$ cat config.mk
export PLATFORM = sky130hd
export DESIGN_NAME = tx_frame_gearbox
export DESIGN_NICKNAME = d
export VERILOG_FILES = /design/src/rtl/tx_frame_gearbox.sv
export SDC_FILE = /design/constraint.sdc
export NUM_CORES = 1
export LEC_CHECK = 0
export ABC_CLOCK_PERIOD_IN_PS = 5300
export BUFFER_PORTS_ARGS = -buffer_cell sky130_fd_sc_hd__buf_2
export CAP_MARGIN = 20
export CORE_MARGIN = 4
export CORE_UTILIZATION = 50
export CTS_BUF_LIST = sky130_fd_sc_hd__clkbuf_8
export CTS_CLUSTER_SIZE = 12
export DETAILED_ROUTE_END_ITERATION = 7
export HOLD_SLACK_MARGIN = 0.03
export PLACE_DENSITY = 0.71
export SETUP_SLACK_MARGIN = 0.4
export SYNTH_ARGS = -nofsm -noshare
export SYNTH_HDL_FRONTEND = slang
export SYNTH_SLANG_ARGS = --single-unit
$ cat constraint.sdc
create_clock -name clk_i -period 5.3 [get_ports clk_i]
set_input_delay 1.06 -clock clk_i [delete_from_list [all_inputs] [get_ports clk_i]]
set_output_delay 1.06 -clock clk_i [all_outputs]
set_load 0.02 [all_outputs]
$ cat src/rtl/tx_frame_gearbox.sv
// Transmit 66b->32b gearbox: serialises {hdr,payload} frames MSB-first into 32-bit words, inserting idles.
// Optional SCRAMBLER_EN: self-synchronous 1+x^39+x^58 payload scrambler ahead of the bit buffer.
module tx_frame_gearbox #(
    parameter logic [63:0] IDLE_PAYLOAD = 64'h7800_0000_0000_0000,
    parameter int unsigned INIT_IDLES   = 32,
    parameter int unsigned CNT_W        = 16
) (
    input  logic             clk_i,
    input  logic             rst_i,
    input  logic [63:0]      data_i,
    input  logic [1:0]       hdr_i,
    input  logic             valid_i,
    output logic             ready_o,
    output logic [31:0]      tx_word_o,
    output logic             init_done_o,
    output logic             hdr_err_o,
    output logic [CNT_W-1:0] underflow_cnt_o
);

    localparam int unsigned BUF_W  = 98;
    localparam int unsigned FILL_W = 7;
    localparam int unsigned IW     = (INIT_IDLES > 1) ? $clog2(INIT_IDLES) : 1;

    logic [BUF_W-1:0]  buf_q, buf_nxt, comb_buf;
    logic [FILL_W-1:0] f_q, f_nxt;
    logic [IW-1:0]     init_cnt_q, init_cnt_nxt;
    logic              load, accept, init_last, init_done_nxt;
    logic [1:0]        frame_hdr;
    logic [63:0]       frame_pay, pay_tx;
    logic [CNT_W-1:0]  ucnt_nxt;

`ifdef SCRAMBLER_EN
    logic [57:0] scr_q, scr_nxt;

    // Bit-serial scrambler unrolled over the payload, bit 63 first.
    always_comb begin
        logic b;
        scr_nxt = scr_q;
        pay_tx  = '0;
        for (int i = 63; i >= 0; i--) begin
            b         = frame_pay[i] ^ scr_nxt[38] ^ scr_nxt[57];
            pay_tx[i] = b;
            scr_nxt   = {scr_nxt[56:0], b};
        end
    end

    always_ff @(posedge clk_i or posedge rst_i) begin
        if (rst_i)     scr_q <= '1;
        else if (load) scr_q <= scr_nxt;
    end
`else
    assign pay_tx = frame_pay;
`endif

    // Slot decision, buffer append/shift and status next-state.
    always_comb begin
        load      = (f_q < FILL_W'(32));
        accept    = load & valid_i & ready_o;
        frame_hdr = accept ? hdr_i  : 2'b10;
        frame_pay = accept ? data_i : IDLE_PAYLOAD;

        comb_buf = buf_q;
        if (load)
            comb_buf = buf_q | ({frame_hdr, pay_tx, 32'b0} >> f_q);
        buf_nxt = comb_buf << 32;
        f_nxt   = load ? (f_q + FILL_W'(34)) : (f_q - FILL_W'(32));

        init_last     = (init_cnt_q == IW'(INIT_IDLES - 1));
        init_done_nxt = init_done_o | (load & init_last);
        init_cnt_nxt  = init_cnt_q;
        if (load && !init_done_o && !init_last)
            init_cnt_nxt = init_cnt_q + IW'(1);

        ucnt_nxt = underflow_cnt_o;
        if (load && init_done_o && !valid_i && (underflow_cnt_o != '1))
            ucnt_nxt = underflow_cnt_o + CNT_W'(1);
    end

    always_ff @(posedge clk_i or posedge rst_i) begin
        if (rst_i) begin
            buf_q           <= '0;
            f_q             <= '0;
            init_cnt_q      <= '0;
            init_done_o     <= 1'b0;
            ready_o         <= 1'b0;
            tx_word_o       <= '0;
            hdr_err_o       <= 1'b0;
            underflow_cnt_o <= '0;
        end else begin
            buf_q           <= buf_nxt;
            f_q             <= f_nxt;
            init_cnt_q      <= init_cnt_nxt;
            init_done_o     <= init_done_nxt;
            ready_o         <= (f_nxt < FILL_W'(32)) & init_done_nxt;
            tx_word_o       <= comb_buf[BUF_W-1 -: 32];
            hdr_err_o       <= accept & (hdr_i[1] ~^ hdr_i[0]);
            underflow_cnt_o <= ucnt_nxt;
        end
    end

endmodule

==> impl_metrics.json, run 1 <==
{
  "io_pins": 120,
  "p_int_mw": 1.45,
  "hp-class": "reg2reg",
  "synth_nets": 1036,
  "drive_gt1_share_pct": 23.1,
  "clock_latency_ns": 0.46,
  "max_freq_ghz": 0.247,
  "worstMarginPinSlew_ns": 1.15,
  "max-slew-margin-rel_pct": 23.0,
  "grt_usage_pct": 32.4,
  "synthTopCellsByCount": "dfrtp_1 (128), nand2_1 (105), nor2_1 (73)",
  "outcome": "complete, no violations",
  "place_congestion": 1.08,
  "synth_edf_count": 0,
  "cts_root_buffer": "clkbuf_8",
  "crit_start": "f_q[5]",
  "cts_hold_buf": 0,
  "p_seq_share_pct": 49.3,
  "die_w_um": 141,
  "wire_per_inst_um": 25.3,
  "synth.distinct_cells": 83,
  "swShare_pct": 26.6,
  "seq_area_frac_synth_pct": 36.1,
  "peakVddDrop_mv": 0.145,
  "ant_nets": 0,
  "clkPwrFrac_pct": 41.6,
  "routed_wl_um": 32400,
  "core_area_um2": 17400,
  "synth_most_common_cell": "dfrtp_1",
  "design_area_um2": 9890,
  "overflow": 0,
  "reg2regPathDepth": 7,
  "row_count": 48,
  "first_pass_iters": 5,
  "cp-start-kind": "register",
  "yosysTopAreaCellShare_pct": 36.1,
  "drc": 0,
  "antenna_found_initial": 0,
  "cp.required_ns": 5.68,
  "viasPerCell": 6.76,
  "crit_type": "reg2reg",
  "grt_max_degree": 83,
  "numCtsBuffers": 17,
  "rr_endpoint": "buf_q[50]",
  "async_flop_share_pct": 100,
  "cp.arrival_ns": 4.43,
  "r2r_start": "f_q[5]",
  "grt_pass1_wl_um": 49300,
  "die_h_um": 141,
  "power_density_nw_per_um2": 200,
  "synth_warnings": 0,
  "synth_area_leaders": "dfrtp_1 (36%), mux2i_1 (7.2%), mux2_2 (5.7%), nand2_1 (4.4%), nor2_1 (3.1%)",
  "fin_crit_sh_pct": 76.5,
  "dp_hpwl_um": 24400,
  "io_buffers": 119,
  "nNetsFinal": 1117,
  "synth_area_um2": 8880,
  "setup_viol": 0,
  "synth_cells": 962,
  "cts.sinks": 128,
  "first_iter_violations": 1085,
  "finalSetupTns_ns": 0,
  "crit_fanout": 24,
  "htreeDepth": 4,
  "initial_utilization_pct": 51.2,
  "clk_pin_slew_ns": 0.09,
  "hold_viol": 0,
  "combPwrFrac_pct": 9.1,
  "synth_flop_cell": "dfrtp_1",
  "synth.avg_cell_area_um2": 9.23,
  "crit_end": "buf_q[50]",
  "endpoint_kind": "register",
  "rsz0062_at_grt": "no",
  "cts-resized-gates": 0,
  "leakagePower_nw": 4.67,
  "synth_area_leader_cell": "dfrtp_1",
  "fin_total_pwr_mw": 1.98,
  "grt_pass1_vias": 8020,
  "drv_slew": 0,
  "cts_setup_buffers": 0,
  "ys_ff_latch": 128,
  "die_area_um2": 20000,
  "cap_viol_max_count": 0,
  "num_vias": 8656,
  "finalCriticalPeriod_ns": 4.05,
  "r2r_setup_slack_ns": 1.25,
  "power_switching_uw": 527,
  "area_growth_pct": 11.3,
  "cts_tree": "done",
  "clk_path_buf_depth": 2,
  "fin_skew_ns": 0.0168,
  "antennaDiodeCount": 0,
  "place_area_um2": 9500
}
logic make-up after synthesis:
logic type	after synthesis	share of synthesized area [%]
AO/OA/AOI/OAI	309	25.1
AND/OR/NAND/NOR	279	14.6
flip-flops	128	36.1
multiplexers	122	15.9
buffers and inverters	95	5.32
XOR/XNOR	24	2.37
adder cells (fa/ha/maj)	5	0.704
final cells by class:
type,count,area (µm²)
timing repair buffer,139,746
tap,225,282
multi-input combinational,739,5210
fill,1557,7470
sequential,128,3210
clock buffer,17,234
clock inverter,14,144
inverter,18,70.1
power groups by stage:
stage	clock, mW	sequential [mW]	combinational, mW
finish	0.823	0.976	0.180
global route	0.878	0.976	0.192
CTS	0.831	0.976	0.175
detailed placement	0	0.995	0.174
global placement	0	0.995	0.174
floorplan	0	0.995	0.0896
cell usage in the layout (no fill, tap or decap), types with 10 or more instances in the layout:
cell type  count
a21oi_1       40
nor3_1        19
o22ai_1       30
o221ai_1      23
a22oi_1       20
nand4_1       10
o211ai_1      12
buf_4         20
mux4_2        10
nand2_1      105
mux2_2        45
inv_1         15
o21bai_1      11
a21o_1        24
dfrtp_1      126
buf_2        119
mux2i_1       64
nor2_1        73
o21ai_0       39
nand3_1       24
xnor2_1       15
clkbuf_8      17
worst max-delay path: stages (launching register included):
cell	delay [ns]
dfrtp_1	0.65
inv_1	0.28
ha_1	0.56
or3b_1	0.74
nor2_1	0.80
nand2_1	0.42
o32ai_1	0.36
a221o_1	0.16
how the worst min path moves through the flow:
stage / to / cells past startpoint / startpoint / slack [ns]
floorplan: buf_q[81] / 1 / buf_q[49] / 0.40
global placement: tx_word_o[11] / 1 / buf_q[77] / 0.41
CTS: tx_word_o[25] / 1 / buf_q[91] / 0.43
finish: tx_word_o[25] / 1 / buf_q[91] / 0.43
detailed placement: tx_word_o[29] / 1 / buf_q[95] / 0.41
global route: tx_word_o[21] / 1 / buf_q[87] / 0.45
per-layer routing:
layer | GRT usage (%) | routed length [µm]
met2 | 46.4 | 13700
met3 | 8.19 | 3760
met5 | 0 | 0
met4 | 13.3 | 1310
met1 | 46.7 | 13700
per-stage QoR:
stage                     instances  utilization [%]  setup WS, ns  hold WS, ns
after floorplan                 962                -         0.827        0.404
after global placement         1248             54.8          1.49        0.412
after detailed placement       1248             54.8          1.41        0.412
after CTS                      1279             56.9          1.36        0.427
after global routing           1280             57.0          1.00        0.448
final                          1280             57.0          1.25        0.425
state kept, by name, indices dropped and copies added (netlist names):
name	flops
underflow_cnt_o	16
ready_o	1
init_done_o	1
init_cnt_q	5
f_q	6
hdr_err_o	1
tx_word_o	32
buf_q	66
Power figures use the tool's default switching activity.
==> run 2: changes to the inputs <==
--- a/config.mk
+++ b/config.mk
@@ -5,7 +5,7 @@
 export SDC_FILE = /design/constraint.sdc
 export NUM_CORES = 1
 export LEC_CHECK = 0
-export ABC_CLOCK_PERIOD_IN_PS = 5300
+export ABC_CLOCK_PERIOD_IN_PS = 3410
 export BUFFER_PORTS_ARGS = -buffer_cell sky130_fd_sc_hd__buf_2
 export CAP_MARGIN = 20
 export CORE_MARGIN = 4
@@ -14,7 +14,7 @@
 export CTS_CLUSTER_SIZE = 12
 export DETAILED_ROUTE_END_ITERATION = 7
 export HOLD_SLACK_MARGIN = 0.03
-export PLACE_DENSITY = 0.71
+export PLACE_DENSITY = 0.74
 export SETUP_SLACK_MARGIN = 0.4
 export SYNTH_ARGS = -nofsm -noshare
 export SYNTH_HDL_FRONTEND = slang
==> constraint.sdc (replaced) <==
create_clock -name clk_i -period 3.41 [get_ports clk_i]
set_input_delay 0.682 -clock clk_i [delete_from_list [all_inputs] [get_ports clk_i]]
set_output_delay 0.682 -clock clk_i [all_outputs]
set_load 0.02 [all_outputs]
==> impl_metrics.json, run 2 (synthesis results as in run 1) <==
{
  "hold_slack_ns": 0.313,
  "post-place-cells": 1282,
  "peakVddDrop_mv": 0.215,
  "drive_gt1_share_pct": 25.3,
  "final_cells": 1312,
  "numCtsBuffers": 17,
  "routed_wl_um": 32800,
  "cts.sinks": 128,
  "clk_pin_slew_ns": 0.08,
  "biggestRegsByFlops": "buf_q (66), tx_word_o (32), underflow_cnt_o (16)",
  "fin_skew_ns": 0.0178,
  "first_pass_iters": 7,
  "r2r_start": "f_q[5]",
  "die_w_um": 141,
  "max-slew-margin-rel_pct": 33.8,
  "cp.arrival_ns": 3.22,
  "seqCellArea_um2": 3210,
  "worstMarginPinSlew_ns": 0.983,
  "rr_endpoint": "buf_q[56]",
  "num_vias": 8750,
  "ant_nets": 0,
  "overflow": 0,
  "finalCriticalPeriod_ns": 2.86,
  "cp_top_family": "simple AND/OR/NAND/NOR gates",
  "critPathBufInv": 2,
  "io_buffers": 119,
  "setup_viol": 0,
  "cts_hold_buf": 0,
  "endpoint_kind": "register",
  "nNetsFinal": 1150,
  "dp_hpwl_um": 24900,
  "grt_usage_pct": 32.7,
  "die_area_um2": 20000,
  "final_common_cell": "dfrtp_1",
  "finalSetupTns_ns": 0,
  "clk_path_buf_depth": 2,
  "hp-class": "in2async",
  "reg2regPathDepth": 9,
  "cp_slowest_cell": "or3b_1",
  "largest_reg_flops": 66,
  "crit_type": "reg2reg",
  "place_area_um2": 9800,
  "grt_pass1_wl_um": 50200,
  "cts-resized-gates": 0,
  "first_iter_violations": 1038,
  "leakagePower_nw": 4.82,
  "rsz0062_at_grt": "no",
  "clock_latency_ns": 0.45,
  "slowest_delay_ns": 0.69,
  "multi_input_area_um2": 5210,
  "cts_tree": "done",
  "hold_viol": 0,
  "cts_setup_buffers": 0,
  "cp.required_ns": 3.77,
  "r2r_setup_slack_ns": 0.55,
  "area_growth_pct": 14.3,
  "regMostFlops": "buf_q",
  "initial_utilization_pct": 51.2,
  "htreeDepth": 4,
  "drv_slew": 0,
  "design_area_um2": 10200,
  "nFillCells": 1585,
  "core_area_um2": 17400,
  "io_pins": 120,
  "grt_max_degree": 68,
  "fin_crit_sh_pct": 83.9,
  "layout_common_cells": "dfrtp_1 (126), buf_2 (119), nand2_1 (105), nor2_1 (73), mux2i_1 (64)",
  "crit_fanout": 15,
  "place_congestion": 1.04,
  "row_count": 48,
  "cp_cell_sequence": "inv_1, ha_1, or3b_1, nor2_2, buf_4, nand2_1, a2111oi_0, a21oi_1, o211ai_1",
  "cts_root_buffer": "clkbuf_8",
  "grt_pass1_vias": 8330,
  "fin_util_pct": 58.5,
  "power_density_nw_per_um2": 295,
  "antennaDiodeCount": 0,
  "antenna_found_initial": 0,
  "die_h_um": 141,
  "outcome": "complete, no violations",
  "wire_per_inst_um": 25.0,
  "viasPerCell": 6.67,
  "drc": 0,
  "max_freq_ghz": 0.350,
  "cp-start-kind": "register",
  "cap_viol_max_count": 0
}
==> run 2: worst max path at each step <==
stage          startpoint            to  slack [ns]  cells past startpoint
5_1_grt            f_q[6]     buf_q[56]        0.41                      9
3_3_place_gp       f_q[2]     buf_q[46]        0.67                      7
6_report           f_q[5]     buf_q[56]        0.55                      9
3_5_place_dp       f_q[5]     buf_q[97]        0.65                     10
2_1_floorplan      f_q[5]  tx_word_o[3]        0.89                     10
4_1_cts            f_q[5]     buf_q[56]        0.63                      9
==> run 2: worst reg2reg max path: stages (launching register included) <==
cell and delay (ns):
dfrtp_1 0.38, inv_1 0.08, ha_1 0.32, or3b_1 0.69, nor2_2 0.17, buf_4 0.25, nand2_1 0.13, a2111oi_0 0.56
a21oi_1 0.08, o211ai_1 0.12
==> run 2: area by class of cell <==
| type | count | share of cell area [%] |
|---|---|---|
| Clock buffer | 19 | 2.58 |
| Clock inverter | 11 | 0.924 |
| Inverter | 18 | 0.702 |
| Multi-Input combinational cell | 739 | 51.3 |
| Sequential cell | 128 | 31.6 |
| Tap cell | 225 | 2.77 |
| Timing Repair Buffer | 172 | 10.2 |
==> run 2: per-layer routing <==
metal | vias up | track usage, % | part of all wire (%)
li1 | 3862 | - | -
met1 | 4197 | 46.2 | 42
met2 | 594 | 47.5 | 42
met3 | 97 | 8.90 | 12
met4 | 0 | 13.5 | 4.2
met5 | - | 0 | 0
==> run 2: per-stage QoR <==
stage | power, mW | worst slack [ns]
2_1_floorplan | 1.69 | 0.893
3_3_place_gp | 1.82 | 0.674
4_1_cts | 3.01 | 0.627
3_5_place_dp | 1.82 | 0.652
5_1_grt | 3.10 | 0.414
6_report | 3.00 | 0.549
==> run 2: where the power goes <==
part	total, mW	leakage (nW)	switching (mW)	internal, mW
logic	0.285	2.87	0.184	0.101
clock network	1.19	0.180	0.595	0.598
registers	1.52	1.77	0	1.52
total	3.00	4.82	0.779	2.22
==> run 3: changes to the inputs <==
--- a/config.mk
+++ b/config.mk
@@ -5,7 +5,7 @@
 export SDC_FILE = /design/constraint.sdc
 export NUM_CORES = 1
 export LEC_CHECK = 0
-export ABC_CLOCK_PERIOD_IN_PS = 3410
+export ABC_CLOCK_PERIOD_IN_PS = 2800
 export BUFFER_PORTS_ARGS = -buffer_cell sky130_fd_sc_hd__buf_2
 export CAP_MARGIN = 20
 export CORE_MARGIN = 4
@@ -14,7 +14,7 @@
 export CTS_CLUSTER_SIZE = 12
 export DETAILED_ROUTE_END_ITERATION = 7
 export HOLD_SLACK_MARGIN = 0.03
-export PLACE_DENSITY = 0.74
+export PLACE_DENSITY = 0.71
 export SETUP_SLACK_MARGIN = 0.4
 export SYNTH_ARGS = -nofsm -noshare
 export SYNTH_HDL_FRONTEND = slang
==> constraint.sdc (replaced) <==
create_clock -name clk_i -period 2.8 [get_ports clk_i]
set_input_delay 0.56 -clock clk_i [delete_from_list [all_inputs] [get_ports clk_i]]
set_output_delay 0.56 -clock clk_i [all_outputs]
set_load 0.02 [all_outputs]
==> impl_metrics.json, run 3 (synthesis results as in run 1) <==
{
  "cp.arrival_ns": 2.77,
  "htreeDepth": 4,
  "cp-start-kind": "register",
  "nFillCells": 1480,
  "leakagePower_nw": 5.14,
  "clk_path_buf_depth": 2,
  "nNetsFinal": 1193,
  "wire_per_inst_um": 25.4,
  "hold_viol": 0,
  "setup_viol": 0,
  "clock_latency_ns": 0.45,
  "die_h_um": 141,
  "viasPerCell": 6.66,
  "max_freq_ghz": 0.410,
  "outcome": "complete, no violations",
  "cts_root_buffer": "clkbuf_8",
  "grt_usage_pct": 34.3,
  "cts.sinks": 128,
  "hold_slack_ns": 0.108,
  "dp_hpwl_um": 26200,
  "routed_wl_um": 34500,
  "place_area_um2": 10100,
  "ant_nets": 0,
  "drive_gt1_share_pct": 32.0,
  "finalSetupTns_ns": 0,
  "io_buffers": 119,
  "fin_crit_sh_pct": 87.1,
  "design_area_um2": 10900,
  "endpoint_kind": "register",
  "die_w_um": 141,
  "cap_viol_max_count": 0,
  "antennaDiodeCount": 0,
  "clk_pin_slew_ns": 0.08,
  "cts_hold_buf": 0,
  "regMostFlops": "buf_q",
  "power_density_nw_per_um2": 367,
  "cp.required_ns": 3.13,
  "biggestRegsByFlops": "buf_q (66), tx_word_o (32), underflow_cnt_o (16)",
  "final_common_cell": "dfrtp_1",
  "io_pins": 120,
  "grt_pass1_wl_um": 52500,
  "max-slew-margin-rel_pct": 50.2,
  "first_iter_violations": 1048,
  "area_growth_pct": 23.2,
  "core_area_um2": 17400,
  "overflow": 0,
  "antenna_found_initial": 1,
  "row_count": 48,
  "cts_tree": "done",
  "peakVddDrop_mv": 0.326,
  "num_vias": 9025,
  "initial_utilization_pct": 51.2,
  "numCtsBuffers": 17,
  "drv_slew": 0,
  "die_area_um2": 20000,
  "fin_total_pwr_mw": 4.02,
  "layout_common_cells": "dfrtp_1 (125), buf_2 (119), nand2_1 (102), buf_4 (83), nor2_1 (72)",
  "worstMarginPinSlew_ns": 0.745,
  "crit_type": "reg2reg",
  "place_congestion": 1.07,
  "finalCriticalPeriod_ns": 2.44,
  "fin_skew_ns": 0.0127,
  "grt_pass1_vias": 8721,
  "first_pass_iters": 5,
  "drc": 0,
  "grt_max_degree": 86,
  "crit_fanout": 10,
  "r2r_start": "f_q[1]",
  "rsz0062_at_grt": "yes",
  "crit_start": "f_q[1]",
  "largest_reg_flops": 66,
  "hp-class": "in2async"
}
run 3: changes by cell type in the layout (fill, tap and decap cells not counted), moves of 4 or more:
cell	before	now
o221ai_2	0	5
mux2i_1	64	52
clkinv_2	4	0
a21oi_1	40	36
mux2i_2	1	10
buf_12	3	7
buf_4	50	83
o221ai_1	23	18
a21oi_2	1	5
run 3: critical path, stage by stage (launching register included):
cell,delay (ns)
dfrtp_4,0.54
buf_12,0.15
clkbuf_16,0.15
mux2_2,0.43
o22ai_1,0.21
a211o_1,0.24
o22ai_1,0.16
a2111oi_2,0.35
nor2_1,0.08
run 3: what timing repair did:
action / 4_1_cts / 5_1_grt
gates resized for setup: 17 / 42
endpoints found under the setup margin: 35 / 48
hold endpoints to repair: 0 / 0
gates cloned: 2 / 2
setup buffers: 2 / 4
pin swaps: 0 / 4
run 3: metal layers:
layer,track usage (%),routed length (µm),part of all wire (%),up-vias
met2,50.8,15300,44,641
met3,9.94,4030,12,111
met4,15.1,1470,4.3,2
met1,47.0,13700,40,4314
met5,0,35,0.10,-
li1,-,-,-,3957
run 3: through the flow:
stage | util, % | worst slack, ns | instances
2_1_floorplan | - | 0.410 | 962
3_3_place_gp | 58.1 | 0.243 | 1315
3_5_place_dp | 58.1 | 0.248 | 1315
4_1_cts | 61.5 | 0.385 | 1350
5_1_grt | 63.0 | 0.322 | 1356
6_report | 63.0 | 0.362 | 1356
run 3: layout make-up:
cell class	instances	area (µm²)	share of cell area [%]
sequential	128	3210	29.3
tap	225	282	2.57
timing repair buffer	215	1490	13.6
clock buffer	19	262	2.39
multi-input combinational	739	5450	49.8
clock inverter	12	183	1.67
inverter	18	71.3	0.652
run 3: where the power goes:
group	internal (mW)	total, mW	switching (mW)
Sequential	1.85	1.85	0
Combinational	0.137	0.381	0.244
Clock	1.02	1.79	0.769
Total	3.00	4.02	1.01
run 3: path summary, 6_finish.rpt:
path                                endpoint  slack [ns]  cells past startpoint
max in group asynchronous             f_q[1]        1.88                      3
worst min-delay path               buf_q[47]        0.11                      2
worst max register to register     buf_q[64]        0.36                      8
worst min register to register  tx_word_o[5]        0.42                      1
min in group clk_i                 hdr_err_o        0.40                      3
worst max-delay path               buf_q[64]        0.36                      8
